### config.mk
export PLATFORM = sky130hd
export DESIGN_NAME = mem_arbiter_flat
export DESIGN_NICKNAME = d
export VERILOG_FILES = /design/src/rtl/mem_arbiter_if.sv /design/src/rtl/mem_arbiter.sv /design/src/flat_wrapper.sv
export SDC_FILE = /design/constraint.sdc
export NUM_CORES = 1
export LEC_CHECK = 0
export ABC_CLOCK_PERIOD_IN_PS = 2950
export CAP_MARGIN = 15
export CORE_ASPECT_RATIO = 2
export CORE_MARGIN = 3
export CORE_UTILIZATION = 27
export DETAILED_ROUTE_END_ITERATION = 8
export PLACE_DENSITY_LB_ADDON = 0.08
export SYNTH_ARGS = -nofsm -noshare
export SYNTH_HDL_FRONTEND = slang
export SYNTH_SLANG_ARGS = --single-unit
export TNS_END_PERCENT = 5
### constraint.sdc
create_clock -name clk -period 2.95 [get_ports clk]
set_input_delay 0.4425 -clock clk [delete_from_list [all_inputs] [get_ports clk]]
set_output_delay 0.4425 -clock clk [all_outputs]
set_load 0.05 [all_outputs]
### src/rtl/mem_arbiter_if.sv
// -----------------------------------------------------------------------------
// mem_arbiter_if
// Bundles the two requester ports and the block-RAM port that mem_arbiter
// arbitrates between.
//   req0/req1, we0/we1, addr0/addr1, wdata0/wdata1 : requester side, to arbiter
//   gnt0/gnt1, rvalid0/rvalid1, rdata              : arbiter to requesters
//   mem_addr, mem_din, mem_write                   : arbiter to block RAM
//   mem_dout                                       : block RAM to arbiter
// Modports:
//   slave  - seen by the arbiter
//   master - seen by the requesters / RAM model driving the arbiter
// -----------------------------------------------------------------------------
interface mem_arbiter_if #(
    parameter int ADDR_W = 15,
    parameter int DATA_W = 16
);
    logic              req0;
    logic              req1;
    logic              we0;
    logic              we1;
    logic [ADDR_W-1:0] addr0;
    logic [ADDR_W-1:0] addr1;
    logic [DATA_W-1:0] wdata0;
    logic [DATA_W-1:0] wdata1;
    logic              gnt0;
    logic              gnt1;
    logic              rvalid0;
    logic              rvalid1;
    logic [DATA_W-1:0] rdata;
    logic [ADDR_W-1:0] mem_addr;
    logic [DATA_W-1:0] mem_din;
    logic              mem_write;
    logic [DATA_W-1:0] mem_dout;

    modport slave (
        input  req0, req1, we0, we1, addr0, addr1, wdata0, wdata1, mem_dout,
        output gnt0, gnt1, rvalid0, rvalid1, rdata, mem_addr, mem_din, mem_write
    );

    modport master (
        output req0, req1, we0, we1, addr0, addr1, wdata0, wdata1, mem_dout,
        input  gnt0, gnt1, rvalid0, rvalid1, rdata, mem_addr, mem_din, mem_write
    );
endinterface

### src/rtl/mem_arbiter.sv
// -----------------------------------------------------------------------------
// mem_arbiter
// Two-requester arbiter in front of a single-port block RAM. A requester owns
// the port while its grant is high; every cycle with grant and request is an
// access. Ownership is handed over without an idle gap when the owner drops its
// request, or when it has used MAX_BURST accesses while the other requester
// waits.
// Ports:
//   clk   - single clock, all state on posedge
//   reset - asynchronous, active-high
//   bus   - mem_arbiter_if.slave (requester handshakes + block RAM port)
// Parameters:
//   ADDR_W    - word address width
//   DATA_W    - data width
//   MAX_BURST - accesses an owner may make while the other requester waits
//               (1..255)
// Build option:
//   MEM_ARB_RR_EN - when defined, simultaneous requests seen from IDLE go to
//                   the requester that did not own the port last; otherwise
//                   requester 0 always wins that tie.
// -----------------------------------------------------------------------------
module mem_arbiter #(
    parameter int ADDR_W    = 15,
    parameter int DATA_W    = 16,
    parameter int MAX_BURST = 8
) (
    input  logic           clk,
    input  logic           reset,
    mem_arbiter_if.slave   bus
);

    typedef enum logic [1:0] {
        IDLE = 2'd0,
        OWN0 = 2'd1,
        OWN1 = 2'd2
    } state_t;

    localparam logic [7:0] BURST_LIM = 8'(MAX_BURST);

    state_t     state;
    state_t     state_next;
    logic [7:0] burst_cnt;
    logic [7:0] burst_inc;
    logic [7:0] burst_next;
    logic       acc0;
    logic       acc1;
    logic       rd0_vld_p1;
    logic       rd1_vld_p1;
    state_t     tie_winner;

    assign acc0 = (state == OWN0) && bus.req0;
    assign acc1 = (state == OWN1) && bus.req1;

    assign bus.gnt0    = (state == OWN0);
    assign bus.gnt1    = (state == OWN1);
    assign bus.rvalid0 = rd0_vld_p1;
    assign bus.rvalid1 = rd1_vld_p1;
    assign bus.rdata   = bus.mem_dout;

    // Memory port mux: an ungranted request never reaches the RAM.
    always_comb begin
        bus.mem_addr  = '0;
        bus.mem_din   = '0;
        bus.mem_write = 1'b0;
        if (acc0) begin
            bus.mem_addr  = bus.addr0;
            bus.mem_din   = bus.wdata0;
            bus.mem_write = bus.we0;
        end else if (acc1) begin
            bus.mem_addr  = bus.addr1;
            bus.mem_din   = bus.wdata1;
            bus.mem_write = bus.we1;
        end
    end

    // Burst count including this cycle's access, saturating at the limit, so
    // the handover decision sees the access that is happening right now.
    always_comb begin
        burst_inc = burst_cnt;
        if ((acc0 || acc1) && (burst_cnt < BURST_LIM)) begin
            burst_inc = burst_cnt + 8'd1;
        end
    end

`ifdef MEM_ARB_RR_EN
    // 1 = requester 1 owned the port most recently.
    logic last_owner;

    assign tie_winner = last_owner ? OWN0 : OWN1;

    always_ff @(posedge clk or posedge reset) begin
        if (reset) begin
            last_owner <= 1'b1;
        end else if ((state_next == OWN0) && (state != OWN0)) begin
            last_owner <= 1'b0;
        end else if ((state_next == OWN1) && (state != OWN1)) begin
            last_owner <= 1'b1;
        end
    end
`else
    assign tie_winner = OWN0;
`endif

    // Next-state logic.
    always_comb begin
        state_next = state;
        case (state)
            IDLE: begin
                if (bus.req0 && bus.req1) begin
                    state_next = tie_winner;
                end else if (bus.req0) begin
                    state_next = OWN0;
                end else if (bus.req1) begin
                    state_next = OWN1;
                end
            end
            OWN0: begin
                if (!bus.req0) begin
                    state_next = bus.req1 ? OWN1 : IDLE;
                end else if (bus.req1 && (burst_inc >= BURST_LIM)) begin
                    state_next = OWN1;
                end
            end
            OWN1: begin
                if (!bus.req1) begin
                    state_next = bus.req0 ? OWN0 : IDLE;
                end else if (bus.req0 && (burst_inc >= BURST_LIM)) begin
                    state_next = OWN0;
                end
            end
            default: state_next = IDLE;
        endcase
    end

    // A new owner (or IDLE) starts counting from zero.
    assign burst_next = ((state_next != state) || (state_next == IDLE)) ? 8'd0 : burst_inc;

    always_ff @(posedge clk or posedge reset) begin
        if (reset) begin
            state <= IDLE;
        end else begin
            state <= state_next;
        end
    end

    // Stage p1: read strobe aligned with mem_dout; reset drops an in-flight read.
    always_ff @(posedge clk or posedge reset) begin
        if (reset) begin
            burst_cnt  <= 8'd0;
            rd0_vld_p1 <= 1'b0;
            rd1_vld_p1 <= 1'b0;
        end else begin
            burst_cnt  <= burst_next;
            rd0_vld_p1 <= acc0 && !bus.we0;
            rd1_vld_p1 <= acc1 && !bus.we1;
        end
    end

endmodule

### src/flat_wrapper.sv
// flat-port wrapper written by rule: the top's interface ports become plain ports
module mem_arbiter_flat 
#(
    parameter int ADDR_W    = 15,
    parameter int DATA_W    = 16,
    parameter int MAX_BURST = 8
)
  (clk, reset, bus_req0, bus_req1, bus_we0, bus_we1, bus_addr0, bus_addr1, bus_wdata0, bus_wdata1, bus_mem_dout, bus_gnt0, bus_gnt1, bus_rvalid0, bus_rvalid1, bus_rdata, bus_mem_addr, bus_mem_din, bus_mem_write);
  mem_arbiter_if #(.ADDR_W(ADDR_W), .DATA_W(DATA_W)) bus_i ();
  input  logic clk;
  input  logic reset;
  input wire logic [$bits(bus_i.req0)-1:0] bus_req0;
  input wire logic [$bits(bus_i.req1)-1:0] bus_req1;
  input wire logic [$bits(bus_i.we0)-1:0] bus_we0;
  input wire logic [$bits(bus_i.we1)-1:0] bus_we1;
  input wire logic [$bits(bus_i.addr0)-1:0] bus_addr0;
  input wire logic [$bits(bus_i.addr1)-1:0] bus_addr1;
  input wire logic [$bits(bus_i.wdata0)-1:0] bus_wdata0;
  input wire logic [$bits(bus_i.wdata1)-1:0] bus_wdata1;
  input wire logic [$bits(bus_i.mem_dout)-1:0] bus_mem_dout;
  output wire logic [$bits(bus_i.gnt0)-1:0] bus_gnt0;
  output wire logic [$bits(bus_i.gnt1)-1:0] bus_gnt1;
  output wire logic [$bits(bus_i.rvalid0)-1:0] bus_rvalid0;
  output wire logic [$bits(bus_i.rvalid1)-1:0] bus_rvalid1;
  output wire logic [$bits(bus_i.rdata)-1:0] bus_rdata;
  output wire logic [$bits(bus_i.mem_addr)-1:0] bus_mem_addr;
  output wire logic [$bits(bus_i.mem_din)-1:0] bus_mem_din;
  output wire logic [$bits(bus_i.mem_write)-1:0] bus_mem_write;
  assign bus_i.req0 = bus_req0;
  assign bus_i.req1 = bus_req1;
  assign bus_i.we0 = bus_we0;
  assign bus_i.we1 = bus_we1;
  assign bus_i.addr0 = bus_addr0;
  assign bus_i.addr1 = bus_addr1;
  assign bus_i.wdata0 = bus_wdata0;
  assign bus_i.wdata1 = bus_wdata1;
  assign bus_i.mem_dout = bus_mem_dout;
  assign bus_gnt0 = bus_i.gnt0;
  assign bus_gnt1 = bus_i.gnt1;
  assign bus_rvalid0 = bus_i.rvalid0;
  assign bus_rvalid1 = bus_i.rvalid1;
  assign bus_rdata = bus_i.rdata;
  assign bus_mem_addr = bus_i.mem_addr;
  assign bus_mem_din = bus_i.mem_din;
  assign bus_mem_write = bus_i.mem_write;
  mem_arbiter #(.ADDR_W(ADDR_W), .DATA_W(DATA_W), .MAX_BURST(MAX_BURST)) u_core (.clk(clk), .reset(reset), .bus(bus_i));
endmodule
==> results of run 1 <==
-- placed cells by master, fill, tap and decap left out --
cell type	count
and3b_1	2
mux2i_1	2
o2111ai_2	1
nand2_1	4
a21oi_1	1
nor2_2	4
o2111ai_1	1
a22o_1	32
dfrtp_1	12
o211a_1	1
nor2b_2	4
nor2b_1	1
o221a_4	1
buf_4	3
nand3_1	2
buf_12	32
xor2_1	2
and2b_1	1
ha_1	1
o211ai_2	1
inv_1	2
o21ba_2	1
clkbuf_8	4
clkdlybuf4s50_1	71
nor3_2	1
nor2_1	3
-- flip-flops by register name (all words and copies together) (netlist names) --
register,cells
u_core.bus.rvalid0,1
u_core.burst_cnt,8
u_core.bus.rvalid1,1
u_core.state,2
-- layer usage --
layer	share of wire	vias up	wire length, um
met3	0.11	2	460
li1	-	547	-
met4	0.0044	0	18
met2	0.50	85	2060
met5	0	-	0
met1	0.39	515	1590
-- cells by family after synthesis --
group | count (synthesis) | synth area share
fa+ha+maj | 1 | 0.0122
flops | 12 | 0.293
mux | 2 | 0.0195
xor+xnor | 2 | 0.0171
buf+inv | 26 | 0.172
compound gates | 39 | 0.352
simple gates | 22 | 0.134
-- worst max-delay path, stage by stage --
cell and delay [ns]:
clkdlybuf4s50_1 0.57, and3b_1 0.19, buf_4 0.34, a22o_1 0.27, buf_12 0.15
-- cells in the mapped netlist, drive strengths merged --
cell     number
a21oi         1
a22o         32
and2b         1
and3b         2
buf          24
dfrtp        12
ha            1
inv           2
mux2i         2
nand2         4
nand3         2
nor2          7
nor2b         5
nor3          1
o2111ai       2
o211a         1
o211ai        1
o21ba         1
o221a         1
xor2          2
-- report_power, final --
group	switching (mW)	leakage [nW]	internal, mW	total [mW]
Sequential	0.00441	0.164	0.169	0.174
Clock	0.0569	0.0288	0.118	0.175
Combinational	0.195	0.787	0.221	0.416
-- layout make-up --
type | count | area, sq um | area share
Clock buffer | 4 | 55.1 | 0.0235
Inverter | 2 | 7.51 | 0.00320
Multi-Input combinational cell | 66 | 549 | 0.234
Sequential cell | 12 | 300 | 0.128
Tap cell | 49 | 61.3 | 0.0261
Timing Repair Buffer | 106 | 1370 | 0.585
-- stage by stage --
stage          worst slack, ns  area [sq um]
5_1_grt                  0.467          2350
4_1_cts                  0.519          2350
6_report                 0.528          2350
3_5_place_dp             0.522          2290
2_1_floorplan             1.13          1030
3_3_place_gp             0.580          2290
-- final timing paths --
path	cells past startpoint	endpoint	slack, ns	startpoint
worst max-delay path	5	bus_mem_din[12]	0.53	bus_req0
worst min-delay path	1	u_core.burst_cnt[4]$_DFF_PP0_	0.49	u_core.burst_cnt[4]$_DFF_PP0_
max in group asynchronous	2	u_core.burst_cnt[0]$_DFF_PP0_	2.13	reset
worst max register to register	5	u_core.burst_cnt[7]$_DFF_PP0_	1.39	u_core.state[1]$_DFF_PP0_
worst min register to register	1	u_core.burst_cnt[4]$_DFF_PP0_	0.49	u_core.burst_cnt[4]$_DFF_PP0_
min in group asynchronous	2	u_core.state[0]$_DFF_PP0_	0.52	reset
==> metrics.md, run 1 <==
| Metric | Value |
|---|---|
| Skew-Pair Late Insertion Delay | 0.23 ns |
| Max Clk Rate | 413 MHz |
| GRT busiest layer | met2 |
| Synth Area per Inst | 9.87 sq um |
| Setup-failing EPs final | 0 |
| Share of the cycle needed by the critical path after routing | 0.821 |
| Worst slew margin | 0.657 |
| Initial DRC count | 9 |
| Routability congestion estimate | 0.761 |
| Grt total ovfl | 0 |
| Tot Pwr | 0.764 mW |
| Die height | 93.2 um |
| Worst path arrival time | 1.98 ns |
| Setup CP Type | input pin to output port |
| Largest net degree at the start of global routing | 36 |
| Leakage Power | 0.980 nW |
| Layout fillers | 304 |
| CTS clk-pin slew, worst paths | 0.05 ns |
| Status | complete, no violations |
| Worst-margin pin slew | 0.513 ns |
| Flops & latches, synth | 12 |
| Hold Path Class | flip-flop to flip-flop |
| Vias in the first global route | 1205 |
| Die area | 4620 sq um |
| Clock root buffer | clkbuf_8 |
| Setup TNS | 0 ns |
| Final Skew | 0.00131 ns |
| Syn Inst Count | 104 |
| Final Max Slew Viols | 0 |
| CTS tree | done |
| PwrDens | 326 nW/um^2 |
| Total Wirelength | 4.13 mm |
| IO Port Bufs | 103 |
| Maximum fanout along the worst path | 35 |
| Post-Syn Area | 1030 sq um |
| Post-layout util | 0.644 |
| Die X | 49.6 um |
| # diodes | 0 |
| Core area | 3650 sq um |
| Hpwl dp | 3.40 mm |
| Met2 Track Usage GR | 0.299 |
| Hold Violations, Final | 0 |
| Nature of the critical path endpoint | output port |
| Postcts setup bufs | 0 |
| CTS Sinks | 12 |
| Critical path required time | 2.51 ns |
| Top post-synthesis cells by area | dfrtp_1 (29%), a22o_1 (27%), buf_4 (12%) |
| Cells after DPL | 235 |
| Min cycle time layout | 2.42 ns |
| Max-cap violations | 0 |
| Distinct cells, synth | 25 |
| Met1 usage | 0.214 |
| H-tree Lvls | 1 |
| Area fraction of the dominant cell type after synthesis | 0.293 |
| Fin Hold WS | 0.487 ns |
| Starting density of the core | 0.281 |
| Nets | 276 |
| Post_cts resized | 0 |
| FP Rows | 31 |
| Met3 global-route usage | 0.0686 |
| Vias/cell | 4.81 |
| Longest Clk Path Bufs | 2 |
| Overall routing resource usage | 0.179 |
| Share of layout cells above drive strength 1 | 0.274 |
| Yosys warns | 0 |
| Maximum VDD drop | 0.406 mV |
| Critical path launch point type | input pin |
| Register area share after synthesis | 0.293 |
| Detail Route Antenna Nets | 0 |
| Avg WL per Cell | 17.3 um |
| RSZ-0062 raised after global routing | false |
| Initial antenna violation count | 0 |
| CTS Hold Bufs | 0 |
| Post-Syn Nets | 189 |
| Total vias in the final route | 1149 |
| Finished Layout Cells | 239 |
| Drt pass-1 iters | 4 |
| Residual DRC | 0 |
| Global-route wire length before repair | 6.49 mm |
| TritonCTS Buffers | 3 |
| Ports | 136 |
| Synthesis-to-layout area growth | 129% |
| Top cell type by total area after synthesis | dfrtp_1 |
No activity file was read; power rests on OpenSTA's default activity.
==> run 2: changes to the inputs <==
--- a/config.mk
+++ b/config.mk
@@ -5,11 +5,11 @@
 export SDC_FILE = /design/constraint.sdc
 export NUM_CORES = 1
 export LEC_CHECK = 0
-export ABC_CLOCK_PERIOD_IN_PS = 2950
+export ABC_CLOCK_PERIOD_IN_PS = 2400
 export CAP_MARGIN = 15
 export CORE_ASPECT_RATIO = 2
 export CORE_MARGIN = 3
-export CORE_UTILIZATION = 27
+export CORE_UTILIZATION = 25
 export DETAILED_ROUTE_END_ITERATION = 8
 export PLACE_DENSITY_LB_ADDON = 0.08
 export SYNTH_ARGS = -nofsm -noshare
==> constraint.sdc (replaced) <==
create_clock -name clk -period 2.4 [get_ports clk]
set_input_delay 0.36 -clock clk [delete_from_list [all_inputs] [get_ports clk]]
set_output_delay 0.36 -clock clk [all_outputs]
set_load 0.05 [all_outputs]
==> run 2 against run 1 <==
  * Worst setup slack worse by 0.26 ns
  * Global-route usage fell by 0.99 points
  * Sequential share of layout area is 0.11 points lower
  * Worst hold slack lost 0.063 ns
  * Power up 23%
  * Register-to-register slack worse by 0.50 ns
  * Flip-flop and latch count is the same
  * Critical path depth is the same
  * Sequential power increased by 24%
  * Clock skew shrank 0.00051 ns
  * Routed wire length is 5.3% higher
  * Clock power grew 19%
  * Critical path type unchanged
  * Critical endpoint is now bus_mem_addr[9]
  * Largest cell class unchanged
==> metrics.md, run 2 (synthesized netlist as in run 1, its figures left out) <==
| Metric | Value |
|---|---|
| CTS Hold Bufs | 0 |
| CTS Sinks | 12 |
| Final Max Slew Viols | 0 |
| Largest Register | u_core.burst_cnt |
| Slowest stage delay, CP | 0.57 ns |
| Postcts setup bufs | 0 |
| Drt pass-1 iters | 4 |
| Min cycle time layout | 2.13 ns |
| Longest Clk Path Bufs | 2 |
| Post-layout util | 0.603 |
| Combinational power share | 0.550 |
| Grt total ovfl | 0 |
| Final Skew | 0.000801 ns |
| Worst reg-to-reg setup slack | 0.89 ns |
| Critical path launch point type | input pin |
| IO Port Bufs | 103 |
| Setup-failing EPs final | 0 |
| Commonest non-fill, non-tap cell in the layout | clkdlybuf4s50_1 |
| Leakage Power | 0.981 nW |
| Maximum VDD drop | 0.577 mV |
| Share of layout cells above drive strength 1 | 0.270 |
| Critical path required time | 2.04 ns |
| Reg2reg start | u_core.state[1]$_DFF_PP0_ |
| Internal | 0.628 mW |
| Worst path arrival time | 1.77 ns |
| Nets | 275 |
| Status | complete, no violations |
| Critical-path cell list | clkdlybuf4s50_1 > and3b_1 > buf_12 > a22o_1 > buf_12 |
| Vias in the first global route | 1251 |
| Hold Violations, Final | 0 |
| Synthesis-to-layout area growth | 131% |
| Setup CP Type | input pin to output port |
| Routability congestion estimate | 0.847 |
| Worst-margin pin slew | 0.501 ns |
| Flip-flop count of the largest register, all copies and words added | 8 |
| H-tree Lvls | 1 |
| Starting density of the core | 0.261 |
| R2R cell count | 5 |
| Global-route wire length before repair | 6.42 mm |
| # diodes | 0 |
| Nature of the critical path endpoint | output port |
| Detail Route Antenna Nets | 0 |
| Critical Path Most Common Cell | buf_12 |
| CP Launch Point | bus_req0 |
| Setup TNS | 0 ns |
| Worst r2r dst | u_core.burst_cnt[2]$_DFF_PP0_ |
| Hold Path Class | input pin to async pin |
| Max Clk Rate | 470 MHz |
| Initial antenna violation count | 0 |
| Residual DRC | 0 |
| CTS tree | done |
| Vias/cell | 4.90 |
| Initial DRC count | 37 |
| Die X | 51.3 um |
| Maximum fanout along the worst path | 35 |
| Overall routing resource usage | 0.169 |
| Hpwl dp | 3.72 mm |
| P_sw | 0.311 mW |
| Largest regs | u_core.burst_cnt: 8 flops, u_core.state: 2 flops |
| Sequential share of power | 0.229 |
| Slowest-stage cell, CP | clkdlybuf4s50_1 |
| Worst slew margin | 0.665 |
| CTS clk-pin slew, worst paths | 0.05 ns |
| Total vias in the final route | 1176 |
| RSZ-0062 raised after global routing | false |
| Die area | 4960 sq um |
| Share of the cycle needed by the critical path after routing | 0.886 |
| Largest net degree at the start of global routing | 36 |
| Sw frac | 0.331 |
| Die height | 96.6 um |
| Skew-Pair Late Insertion Delay | 0.23 ns |
| Post_cts resized | 0 |
| Most frequent cells in the layout | clkdlybuf4s50_1 (71), buf_12 (34), a22o_1 (32), dfrtp_1 (12) |
| Avg WL per Cell | 18.1 um |
| Core area | 3920 sq um |
| Ports | 136 |
| Total Wirelength | 4.35 mm |
| Clock root buffer | clkbuf_8 |
| FP Rows | 32 |
| TritonCTS Buffers | 3 |
| Clk pwr share | 0.222 |
| PwrDens | 397 nW/um^2 |
| Max-cap violations | 0 |
## run 2: cell count changes in the layout (fill, tap and decap cells not counted), sizes merged
| cell | before | now |
|---|---|---|
| buf | 35 | 34 |
## run 2: metal layers
layer	GRT usage	share of wire
met5	0	0
met4	0.0503	0.017
met3	0.0276	0.083
met2	0.318	0.55
met1	0.191	0.35
## run 2: layout make-up
| cell class | instances | area, sq um |
|---|---|---|
| timing repair buffer | 105 | 1390 |
| fill | 353 | 1560 |
| multi-input combinational | 66 | 549 |
| clock buffer | 4 | 55.1 |
| inverter | 2 | 7.51 |
| sequential | 12 | 300 |
| tap | 51 | 63.8 |
## run 2: per-stage QoR
step / hold slack (ns) / instances / total power [mW] / area, sq um / setup WS, ns
after floorplan: 0.225 / 104 / 0.513 / 1030 / 0.578
after global placement: 0.478 / 236 / 0.730 / 2310 / 0.338
after detailed placement: 0.493 / 236 / 0.737 / 2310 / 0.278
after CTS: 0.441 / 240 / 0.951 / 2370 / 0.275
after global routing: 0.458 / 240 / 0.980 / 2370 / 0.226
final: 0.424 / 240 / 0.939 / 2370 / 0.273
## run 2: how the worst max path moves through the flow
stage / to / slack (ns) / depth (start not counted)
global route: bus_mem_addr[9] / 0.23 / 5
CTS: bus_mem_addr[9] / 0.28 / 5
detailed placement: bus_mem_addr[9] / 0.28 / 5
global placement: bus_mem_din[0] / 0.34 / 5
floorplan: u_core.burst_cnt[4]$_DFF_PP0_ / 0.58 / 4
finish: bus_mem_addr[9] / 0.27 / 5
## run 2: power groups by stage
stage	clock (mW)	combinational [mW]	sequential, mW
3_3_place_gp	0	0.513	0.216
5_1_grt	0.229	0.537	0.215
6_report	0.208	0.516	0.215
4_1_cts	0.216	0.521	0.214
2_1_floorplan	0	0.293	0.220
3_5_place_dp	0	0.520	0.218
## run 2: worst max-delay path, delay by kind of cell
kind                   cells  cell delay [ns]
AND/OR/NAND/NOR            1             0.24
buffers and inverters      3             0.92
AO/OA/AOI/OAI              1             0.23
==> run 3: changes to the inputs <==
--- a/config.mk
+++ b/config.mk
@@ -5,12 +5,13 @@
 export SDC_FILE = /design/constraint.sdc
 export NUM_CORES = 1
 export LEC_CHECK = 0
-export ABC_CLOCK_PERIOD_IN_PS = 2400
+export ABC_CLOCK_PERIOD_IN_PS = 2750
 export CAP_MARGIN = 15
 export CORE_ASPECT_RATIO = 2
 export CORE_MARGIN = 3
-export CORE_UTILIZATION = 25
+export CORE_UTILIZATION = 27
 export DETAILED_ROUTE_END_ITERATION = 8
+export HOLD_SLACK_MARGIN = 0.15
 export PLACE_DENSITY_LB_ADDON = 0.08
 export SYNTH_ARGS = -nofsm -noshare
 export SYNTH_HDL_FRONTEND = slang
==> constraint.sdc (replaced) <==
create_clock -name clk -period 2.75 [get_ports clk]
set_input_delay 0.4125 -clock clk [delete_from_list [all_inputs] [get_ports clk]]
set_output_delay 0.4125 -clock clk [all_outputs]
set_load 0.05 [all_outputs]
==> run 3 against run 2 <==
  * Worst setup slack gained 0.20 ns
  * Sequential power shrank 13%
  * Critical path depth is the same
  * Register-to-register slack gained 0.31 ns
  * Via count shrank 0.68%
  * Flip-flop and latch count is the same
  * First-iteration DRC count shrank 57%
  * Cell area shrank 0.32%
  * Clock-buffer cell count is the same
  * Die area shrank 6.8%
  * Clock power shrank 11%
  * Clock skew is essentially flat
  * Critical path type unchanged
  * Critical endpoint is now bus_mem_din[12]
  * Largest cell class unchanged
  * Largest power group unchanged
==> metrics.md, run 3 (synthesized netlist as in run 1, its figures left out) <==
| Metric | Value |
|---|---|
| Largest regs | u_core.burst_cnt: 8 flops, u_core.state: 2 flops |
| Vias/cell | 4.89 |
| Vias in the first global route | 1224 |
| Setup-failing EPs final | 0 |
| Leakage Power | 0.983 nW |
| Overall routing resource usage | 0.182 |
| Die area | 4620 sq um |
| Worst slew margin | 0.660 |
| Most frequent cells in the layout | clkdlybuf4s50_1 (71), buf_12 (33), a22o_1 (32), dfrtp_1 (12) |
| CTS Hold Bufs | 0 |
| Routability congestion estimate | 0.741 |
| Drt pass-1 iters | 2 |
| Grt total ovfl | 0 |
| PwrDens | 349 nW/um^2 |
| Worst-margin pin slew | 0.509 ns |
| Reg2reg start | u_core.state[0]$_DFF_PP0_ |
| Hold Path Class | input pin to async pin |
| Initial DRC count | 16 |
| Detail Route Antenna Nets | 0 |
| Sequential share of power | 0.227 |
| Slowest-stage cell, CP | clkdlybuf4s50_1 |
| Synthesis-to-layout area growth | 130% |
| Tot Pwr | 0.823 mW |
| Setup TNS | 0 ns |
| Worst r2r dst | u_core.burst_cnt[2]$_DFF_PP0_ |
| Largest Register | u_core.burst_cnt |
| Ports | 136 |
| Nature of the critical path endpoint | output port |
| Layout fillers | 317 |
| Largest net degree at the start of global routing | 36 |
| Skew-Pair Late Insertion Delay | 0.24 ns |
| R2R cell count | 5 |
| Die height | 93.2 um |
| H-tree Lvls | 1 |
| Hpwl dp | 3.56 mm |
| Max Clk Rate | 439 MHz |
| P_sw | 0.276 mW |
| Internal | 0.547 mW |
| Residual DRC | 0 |
| Share of layout cells above drive strength 1 | 0.274 |
| Worst path arrival time | 1.87 ns |
| Nets | 276 |
| Clock root buffer | clkbuf_8 |
| Share of the cycle needed by the critical path after routing | 0.829 |
| Core area | 3650 sq um |
| IO Port Bufs | 103 |
| Maximum fanout along the worst path | 23 |
| Critical path required time | 2.34 ns |
| Longest Clk Path Bufs | 2 |
| Maximum VDD drop | 0.330 mV |
| Final Max Slew Viols | 0 |
| Global-route wire length before repair | 6.61 mm |
| Min cycle time layout | 2.28 ns |
| Combinational power share | 0.547 |
| Hold Violations, Final | 0 |
| Final Skew | 0.000580 ns |
| TritonCTS Buffers | 3 |
| Status | complete, no violations |
| Total Wirelength | 4.24 mm |
| Starting density of the core | 0.281 |
| Postcts setup bufs | 0 |
| Total vias in the final route | 1168 |
| Avg WL per Cell | 17.8 um |
| Critical path launch point type | input pin |
| RSZ-0062 raised after global routing | false |
| Setup WS post-layout | 0.471 ns |
| CTS tree | done |
| Flip-flop count of the largest register, all copies and words added | 8 |
| Commonest non-fill, non-tap cell in the layout | clkdlybuf4s50_1 |
| Worst slack, placed | 0.467 ns |
| Initial antenna violation count | 0 |
| FP Rows | 31 |
| # diodes | 0 |
| Slowest stage delay, CP | 0.56 ns |
| CTS Sinks | 12 |
| Sw frac | 0.335 |
| Post_cts resized | 0 |
| Clk pwr share | 0.226 |
| CTS clk-pin slew, worst paths | 0.05 ns |
| Critical-path cell list | clkdlybuf4s50_1 > and3b_1 > buf_4 > a22o_1 > buf_12 |
| Worst reg-to-reg setup slack | 1.20 ns |
| Setup CP Type | input pin to output port |
| Max-cap violations | 0 |
| Die X | 49.6 um |
[run 3: changes by cell type in the layout (fill, tap and decap cells not counted)]
cell / change
buf_4: +2
buf_12: -1
[run 3: metal layers]
layer,part of all wire,global-route usage,routed length (um),vias up
met2,0.50,0.314,2100,88
met5,0,0,0,-
li1,-,-,-,551
met1,0.39,0.210,1650,525
met4,0.0064,0.0346,27,0
met3,0.11,0.0686,461,4
[run 3: stage by stage]
stage / cell area [sq um] / hold slack (ns) / cells / utilization
final: 2360 / 0.468 / 239 / 0.647
after detailed placement: 2300 / 0.482 / 235 / 0.632
after global placement: 2300 / 0.488 / 235 / 0.632
after global routing: 2360 / 0.500 / 239 / 0.647
after CTS: 2360 / 0.481 / 239 / 0.647
after floorplan: 1030 / 0.277 / 104 / -
[run 3: power by group through the flow]
stage | clock, mW | sequential, mW | combinational, mW
after floorplan | 0 | 0.192 | 0.256
after global placement | 0 | 0.189 | 0.447
after detailed placement | 0 | 0.189 | 0.453
after CTS | 0.191 | 0.186 | 0.454
after global routing | 0.197 | 0.187 | 0.467
final | 0.186 | 0.187 | 0.451
[run 3: area by class of cell]
class	instances	area (sq um)	share of cell area
clock buffer	4	55.1	0.0233
tap	49	61.3	0.0260
sequential	12	300	0.127
timing repair buffer	106	1390	0.587
inverter	2	7.51	0.00318
multi-input combinational	66	549	0.233
[run 3: worst max-delay path by stage]
stage | to | depth (start not counted) | slack, ns | from
2_1_floorplan | u_core.burst_cnt[4]$_DFF_PP0_ | 4 | 0.93 | u_core.state[0]$_DFF_PP0_
3_3_place_gp | bus_mem_din[12] | 5 | 0.50 | bus_req1
3_5_place_dp | bus_mem_din[12] | 5 | 0.47 | bus_req1
4_1_cts | bus_mem_din[12] | 5 | 0.45 | bus_req1
5_1_grt | bus_mem_din[12] | 5 | 0.37 | bus_req1
6_report | bus_mem_din[12] | 5 | 0.47 | bus_req1
[run 3: critical path: cells and delay by family]
family	cells	cell delay [ns]
AO/OA/AOI/OAI	1	0.25
buffers and inverters	3	0.98
AND/OR/NAND/NOR	1	0.21
